### src/rtl/food_gen.sv
// food_gen: LFSR-driven food placement with occupancy RAM check and retry.
// Define FOOD_FALLBACK_SCAN_EN to add a linear scan once random tries run out.
module food_gen #(
  parameter int          GRID_W    = 40,
  parameter int          GRID_H    = 30,
  parameter int          X_W       = 6,
  parameter int          Y_W       = 5,
  parameter int          ADDR_W    = 11,
  parameter int          MAX_TRIES = 64,
  parameter logic [15:0] SEED      = 16'hACE1
) (
  input  logic              clk,
  input  logic              RSTN,
  input  logic              gen_req,
  output logic              occ_rd_en,
  output logic [ADDR_W-1:0] occ_addr,
  input  logic              occ_data,
  output logic [X_W-1:0]    food_x,
  output logic [Y_W-1:0]    food_y,
  output logic              food_valid,
  output logic              busy,
  output logic              fail
);

  localparam logic [15:0] SEED_I =
    (SEED == 16'h0) ? 16'hACE1 : SEED;
  localparam logic [7:0] MT = 8'(MAX_TRIES);
  localparam logic [X_W:0] GW = (X_W+1)'(GRID_W);
  localparam logic [Y_W:0] GH = (Y_W+1)'(GRID_H);
  localparam logic [ADDR_W-1:0] GW_A = ADDR_W'(GRID_W);
`ifdef FOOD_FALLBACK_SCAN_EN
  localparam logic [ADDR_W-1:0] LAST =
    ADDR_W'(GRID_W * GRID_H - 1);
  localparam logic [X_W-1:0] X_LAST = X_W'(GRID_W - 1);
`endif

`ifdef FOOD_FALLBACK_SCAN_EN
  typedef enum logic [2:0] {
    IDLE, DRAW, READ, CHECK, DONE, FAIL, SCAN, SCAN_CHK
  } state_t;
`else
  typedef enum logic [2:0] {
    IDLE, DRAW, READ, CHECK, DONE, FAIL
  } state_t;
`endif

  state_t state;
  logic [15:0] lfsr;
  logic [7:0] tries;
  logic [X_W-1:0] cand_x;
  logic [Y_W-1:0] cand_y;

  logic [X_W-1:0] draw_x;
  logic [Y_W-1:0] draw_y;
  logic in_range;
  logic [7:0] tries_n;
  logic [ADDR_W-1:0] draw_addr;

  always_comb begin
    draw_x    = lfsr[X_W-1:0];
    draw_y    = lfsr[8 +: Y_W];
    in_range  = ({1'b0, draw_x} < GW) &&
                ({1'b0, draw_y} < GH);
    tries_n   = tries + 8'd1;
    draw_addr = ADDR_W'(draw_y) * GW_A +
                ADDR_W'(draw_x);
  end

  // Free-running Galois LFSR, advances in every state.
  always_ff @(posedge clk or negedge RSTN) begin
    if (!RSTN) begin
      lfsr <= SEED_I;
    end else if (lfsr[0]) begin
      lfsr <= (lfsr >> 1) ^ 16'hB400;
    end else begin
      lfsr <= lfsr >> 1;
    end
  end

  always_ff @(posedge clk or negedge RSTN) begin
    if (!RSTN) begin
      state      <= IDLE;
      tries      <= '0;
      cand_x     <= '0;
      cand_y     <= '0;
      occ_rd_en  <= 1'b0;
      occ_addr   <= '0;
      food_x     <= '0;
      food_y     <= '0;
      food_valid <= 1'b0;
      busy       <= 1'b0;
      fail       <= 1'b0;
    end else begin
      case (state)
        IDLE: begin
          if (gen_req) begin
            state <= DRAW;
            busy  <= 1'b1;
            tries <= '0;
          end
        end
        DRAW: begin
          tries <= tries_n;
          if (!in_range) begin
            if (tries_n >= MT) begin
`ifdef FOOD_FALLBACK_SCAN_EN
              state     <= SCAN;
              occ_rd_en <= 1'b1;
              occ_addr  <= '0;
              cand_x    <= '0;
              cand_y    <= '0;
`else
              state <= FAIL;
              fail  <= 1'b1;
              busy  <= 1'b0;
`endif
            end
          end else begin
            state     <= READ;
            cand_x    <= draw_x;
            cand_y    <= draw_y;
            occ_rd_en <= 1'b1;
            occ_addr  <= draw_addr;
          end
        end
        READ: begin
          occ_rd_en <= 1'b0;
          state     <= CHECK;
        end
        CHECK: begin
          if (!occ_data) begin
            state      <= DONE;
            food_x     <= cand_x;
            food_y     <= cand_y;
            food_valid <= 1'b1;
            busy       <= 1'b0;
          end else if (tries >= MT) begin
`ifdef FOOD_FALLBACK_SCAN_EN
            state     <= SCAN;
            occ_rd_en <= 1'b1;
            occ_addr  <= '0;
            cand_x    <= '0;
            cand_y    <= '0;
`else
            state <= FAIL;
            fail  <= 1'b1;
            busy  <= 1'b0;
`endif
          end else begin
            state <= DRAW;
          end
        end
        DONE: begin
          food_valid <= 1'b0;
          state      <= IDLE;
        end
        FAIL: begin
          fail  <= 1'b0;
          state <= IDLE;
        end
`ifdef FOOD_FALLBACK_SCAN_EN
        SCAN: begin
          occ_rd_en <= 1'b0;
          state     <= SCAN_CHK;
        end
        // Walk cells in address order; x/y track occ_addr.
        SCAN_CHK: begin
          if (!occ_data) begin
            state      <= DONE;
            food_x     <= cand_x;
            food_y     <= cand_y;
            food_valid <= 1'b1;
            busy       <= 1'b0;
          end else if (occ_addr == LAST) begin
            state <= FAIL;
            fail  <= 1'b1;
            busy  <= 1'b0;
          end else begin
            state     <= SCAN;
            occ_rd_en <= 1'b1;
            occ_addr  <= occ_addr + 1'b1;
            if (cand_x == X_LAST) begin
              cand_x <= '0;
              cand_y <= cand_y + 1'b1;
            end else begin
              cand_x <= cand_x + 1'b1;
            end
          end
        end
`endif
        default: state <= IDLE;
      endcase
    end
  end

endmodule

### config.mk
export PLATFORM = sky130hd
export DESIGN_NAME = food_gen
export DESIGN_NICKNAME = d
export VERILOG_FILES = /design/src/rtl/food_gen.sv
export SDC_FILE = /design/constraint.sdc
export NUM_CORES = 1
export LEC_CHECK = 0
export ABC_AREA = 0
export ABC_CLOCK_PERIOD_IN_PS = 4200
export BUFFER_PORTS_ARGS = -buffer_cell sky130_fd_sc_hd__buf_4
export CAP_MARGIN = 5
export CELL_PAD_IN_SITES_DETAIL_PLACEMENT = 1
export CELL_PAD_IN_SITES_GLOBAL_PLACEMENT = 1
export CORE_UTILIZATION = 50
export DETAILED_ROUTE_END_ITERATION = 8
export PLACE_DENSITY = 0.87
export SLEW_MARGIN = 30
export SYNTH_ARGS = -nofsm -noshare
export SYNTH_HDL_FRONTEND = slang
export SYNTH_SLANG_ARGS = --single-unit
### constraint.sdc
create_clock -name clk -period 4.2 [get_ports clk]
set_input_delay 0.84 -clock clk [delete_from_list [all_inputs] [get_ports clk]]
set_output_delay 0.84 -clock clk [all_outputs]
set_load 0.02 [all_outputs]
==> impl_metrics.json <==
{
  "die_w_microns": 75.8,
  "instances_no_fill": 330,
  "power_frac_seq": 0.405,
  "n_antenna_cell": 0,
  "dieArea_sq_mm": 0.00575,
  "max_freq_mhz": 393,
  "ctsResizeCount": 0,
  "clkPwrFrac": 0.379,
  "initial_utilization": 0.527,
  "h-tree-depth": 3,
  "cts_setup_buffers": 0,
  "synth-xor-area-share": 0.0289,
  "antenna_found_initial": 0,
  "tightest_slew_ns": 0.748,
  "finalCriticalPeriod_ns": 2.55,
  "crit_type": "register to register",
  "synthAdderAreaFrac": 0.0606,
  "dpl.hpwl_microns": 3880,
  "clock-root-buffer": "clkbuf_8",
  "place_area_sq_mm": 0.00297,
  "clock_sinks": 61,
  "cts_inserted_buffers": 9,
  "netSwitchingPower_uw": 560,
  "nets": 271,
  "fin_crit_sh": 0.606,
  "critPathLaunchType": "register",
  "regArea_sq_mm": 0.00154,
  "clk_latency_ns": 0.33,
  "ys_warn_count": 0,
  "cts_max_path_buffers": 2,
  "synth_compound_area_frac": 0.106,
  "ys.flop_type": "dfrtp_1",
  "max_stage_delay_ns": 0.58,
  "p_int_mw": 1.28,
  "grt_pass1_vias": 1923,
  "async_flop_share": 1.00,
  "tns_ns": 0,
  "synth_edf_count": 0,
  "max-slew-margin-rel": 0.501,
  "vias": 1839,
  "synth_top_family_by_area": "multiplexers",
  "overflow": 0,
  "routed_wl_microns": 5850,
  "syn_area_sq_mm": 0.00272,
  "finalHoldViolCount": 0,
  "cp_data_arrival_time_ns": 2.79,
  "grt.total_usage": 0.232,
  "yosys.area_share.simple": 0.0960,
  "grt_first_pass_wirelength_microns": 9490,
  "crit_top_cell": "ha_1",
  "cp_max_fo": 5,
  "syn_inst": 224,
  "synth_cell_types": 42,
  "postRouteAntennaNets": 0,
  "crit_required_ns": 4.45,
  "crit_chain": "ha_1 -> ha_1 -> fa_1 -> nand3_1 -> o21ai_0 -> nand4_1 -> a21oi_1",
  "synth_fp_nets": 240,
  "slowest_stage": "dfstp_2",
  "io_pins": 30,
  "worstHoldPathType": "register to register",
  "cp-end-kind": "register",
  "viasPerCell": 5.57,
  "synth.mux.area_fraction": 0.109,
  "dpl.cell_count": 314,
  "core_sq_mm": 0.00517,
  "finalInstanceArea_sq_mm": 0.00324,
  "cts_tree": "built",
  "slew_viol_final": 0,
  "setup_violations": 0,
  "cap_violations": 0,
  "rows": 26,
  "p_comb_frac": 0.216,
  "first_iter_violations": 62,
  "io_buffers": 29,
  "clk_transition_reported_paths_ns": 0.06,
  "grt_setup_unrepaired": "false",
  "grt_max_degree": 62,
  "ys_seq_area_frac": 0.564,
  "power_density_mw_per_mm2": 567,
  "cts.hold.buffers_added": 0,
  "skew_ns": 0.00808,
  "post_route_cells_drive_above_1_share": 0.304,
  "ys_ff_latch": 61,
  "drc": 0,
  "routedWlPerCell_microns": 17.7,
  "multi_input_area_sq_mm": 0.00109,
  "gp_congestion": 0.742,
  "vdd_drop_max_mv": 0.369,
  "swShare": 0.305,
  "syn2layout_area_growth_pct": 18.9,
  "power.leakage_nw": 1.58,
  "status": "completed",
  "fillers": 535,
  "die_h_microns": 75.8,
  "drt-pass1-iter-count": 4,
  "synth.avg_cell_area_sq_um": 12.2
}
-- per-stage QoR --
| step | hold WS [ns] | power (mW) | setup slack [ns] | util |
|---|---|---|---|---|
| floorplan | 0.345 | 1.03 | 1.83 | - |
| global placement | 0.347 | 1.12 | 1.75 | 0.575 |
| detailed placement | 0.347 | 1.15 | 1.70 | 0.575 |
| CTS | 0.356 | 1.86 | 1.60 | 0.626 |
| global route | 0.365 | 1.93 | 1.52 | 0.626 |
| finish | 0.356 | 1.84 | 1.65 | 0.626 |
-- synthesized netlist by cell type (all sizes together), types with 2 or more instances --
| cell type | n | area share |
|---|---|---|
| nand2 | 19 | 0.026 |
| a211oi | 3 | 0.0083 |
| dfrtp | 53 | 0.49 |
| nor2b | 2 | 0.0046 |
| inv | 7 | 0.0096 |
| dfstp | 8 | 0.077 |
| clkbuf | 3 | 0.0041 |
| mux2i | 5 | 0.018 |
| xor2 | 6 | 0.019 |
| xnor2 | 3 | 0.0096 |
| mux2 | 21 | 0.091 |
| nand3 | 5 | 0.0092 |
| o21ai | 22 | 0.040 |
| a21oi | 7 | 0.013 |
| a32o | 2 | 0.0073 |
| or3 | 2 | 0.0064 |
| fa | 2 | 0.015 |
| nor2 | 10 | 0.017 |
| nand4 | 4 | 0.0092 |
| a21o | 2 | 0.0064 |
| nor3 | 5 | 0.0092 |
| a31oi | 2 | 0.0046 |
| buf | 8 | 0.022 |
| nand2b | 2 | 0.0046 |
| ha | 10 | 0.046 |
-- sequential cells by signal, indices dropped and copies added, names as in the netlist, 3 cells and up --
register  flops
food_y        5
tries         8
lfsr         16
state         3
cand_y        5
cand_x        3
food_x        6
occ_addr     11
-- path summary, 6_finish.rpt --
path	startpoint	to	slack, ns	depth (start not counted)
hold reg to reg	lfsr[7]$_DFF_PN1_	lfsr[6]$_DFF_PN1_	0.36	0
max in group asynchronous	RSTN	lfsr[14]$_DFF_PN0_	3.13	1
setup / recovery	lfsr[11]$_DFF_PN1_	occ_addr[10]$_DFFE_PN0P_	1.65	7
hold / removal	lfsr[7]$_DFF_PN1_	lfsr[6]$_DFF_PN1_	0.36	0
setup reg to reg	lfsr[11]$_DFF_PN1_	occ_addr[10]$_DFFE_PN0P_	1.65	7
min in group asynchronous	RSTN	occ_addr[7]$_DFFE_PN0P_	0.56	1
-- cell usage in the layout, fill, tap and decap left out, types with 3 or more instances in the layout --
cell and count:
dfrtp_1 53, buf_4 31, o21ai_0 21, nand2_1 19, mux2_2 18, ha_1 10
clkbuf_8 10, nor2_1 9, dfstp_2 8, inv_1 7, a21oi_1 7, xor2_1 6
nand3_1 5, nor3_1 5, mux2i_1 5, nand4_1 4, bufinv_16 4, xnor2_1 3
a211oi_1 3, mux2_4 3
-- final cells by class --
type,instances,share of cell area
clock buffer,12,0.0448
multi-input combinational,145,0.337
inverter,7,0.00811
timing repair buffer,31,0.0718
sequential,61,0.474
tap,70,0.0270
clock inverter,4,0.0371
-- cells by family after synthesis --
logic type,Yosys count
buf+inv,18
mux,26
compound gates,46
xor+xnor,9
simple gates,52
flops,61
fa+ha+maj,12
-- power by group through the flow --
stage               sequential, mW  combinational (mW)  clock (mW)
global route                 0.755               0.444       0.733
detailed placement           0.750               0.401           0
finish                       0.745               0.397       0.696
floorplan                    0.739               0.291           0
global placement             0.747               0.375           0
CTS                          0.743               0.404       0.708
-- worst max-delay path, delay by kind of cell, from the launching register on --
kind	cells	cell delay [ns]
flops	1	0.58
compound gates	2	0.57
simple gates	2	0.27
fa+ha+maj	3	1.06
-- layer usage --
layer | GRT usage | share of wire | vias up
met3 | 0.0516 | 0.026 | 8
met4 | 0.0844 | 0.014 | 0
met2 | 0.409 | 0.53 | 36
met5 | 0 | 0 | -
li1 | - | - | 856
met1 | 0.278 | 0.43 | 939
Power figures use the tool's default switching activity.
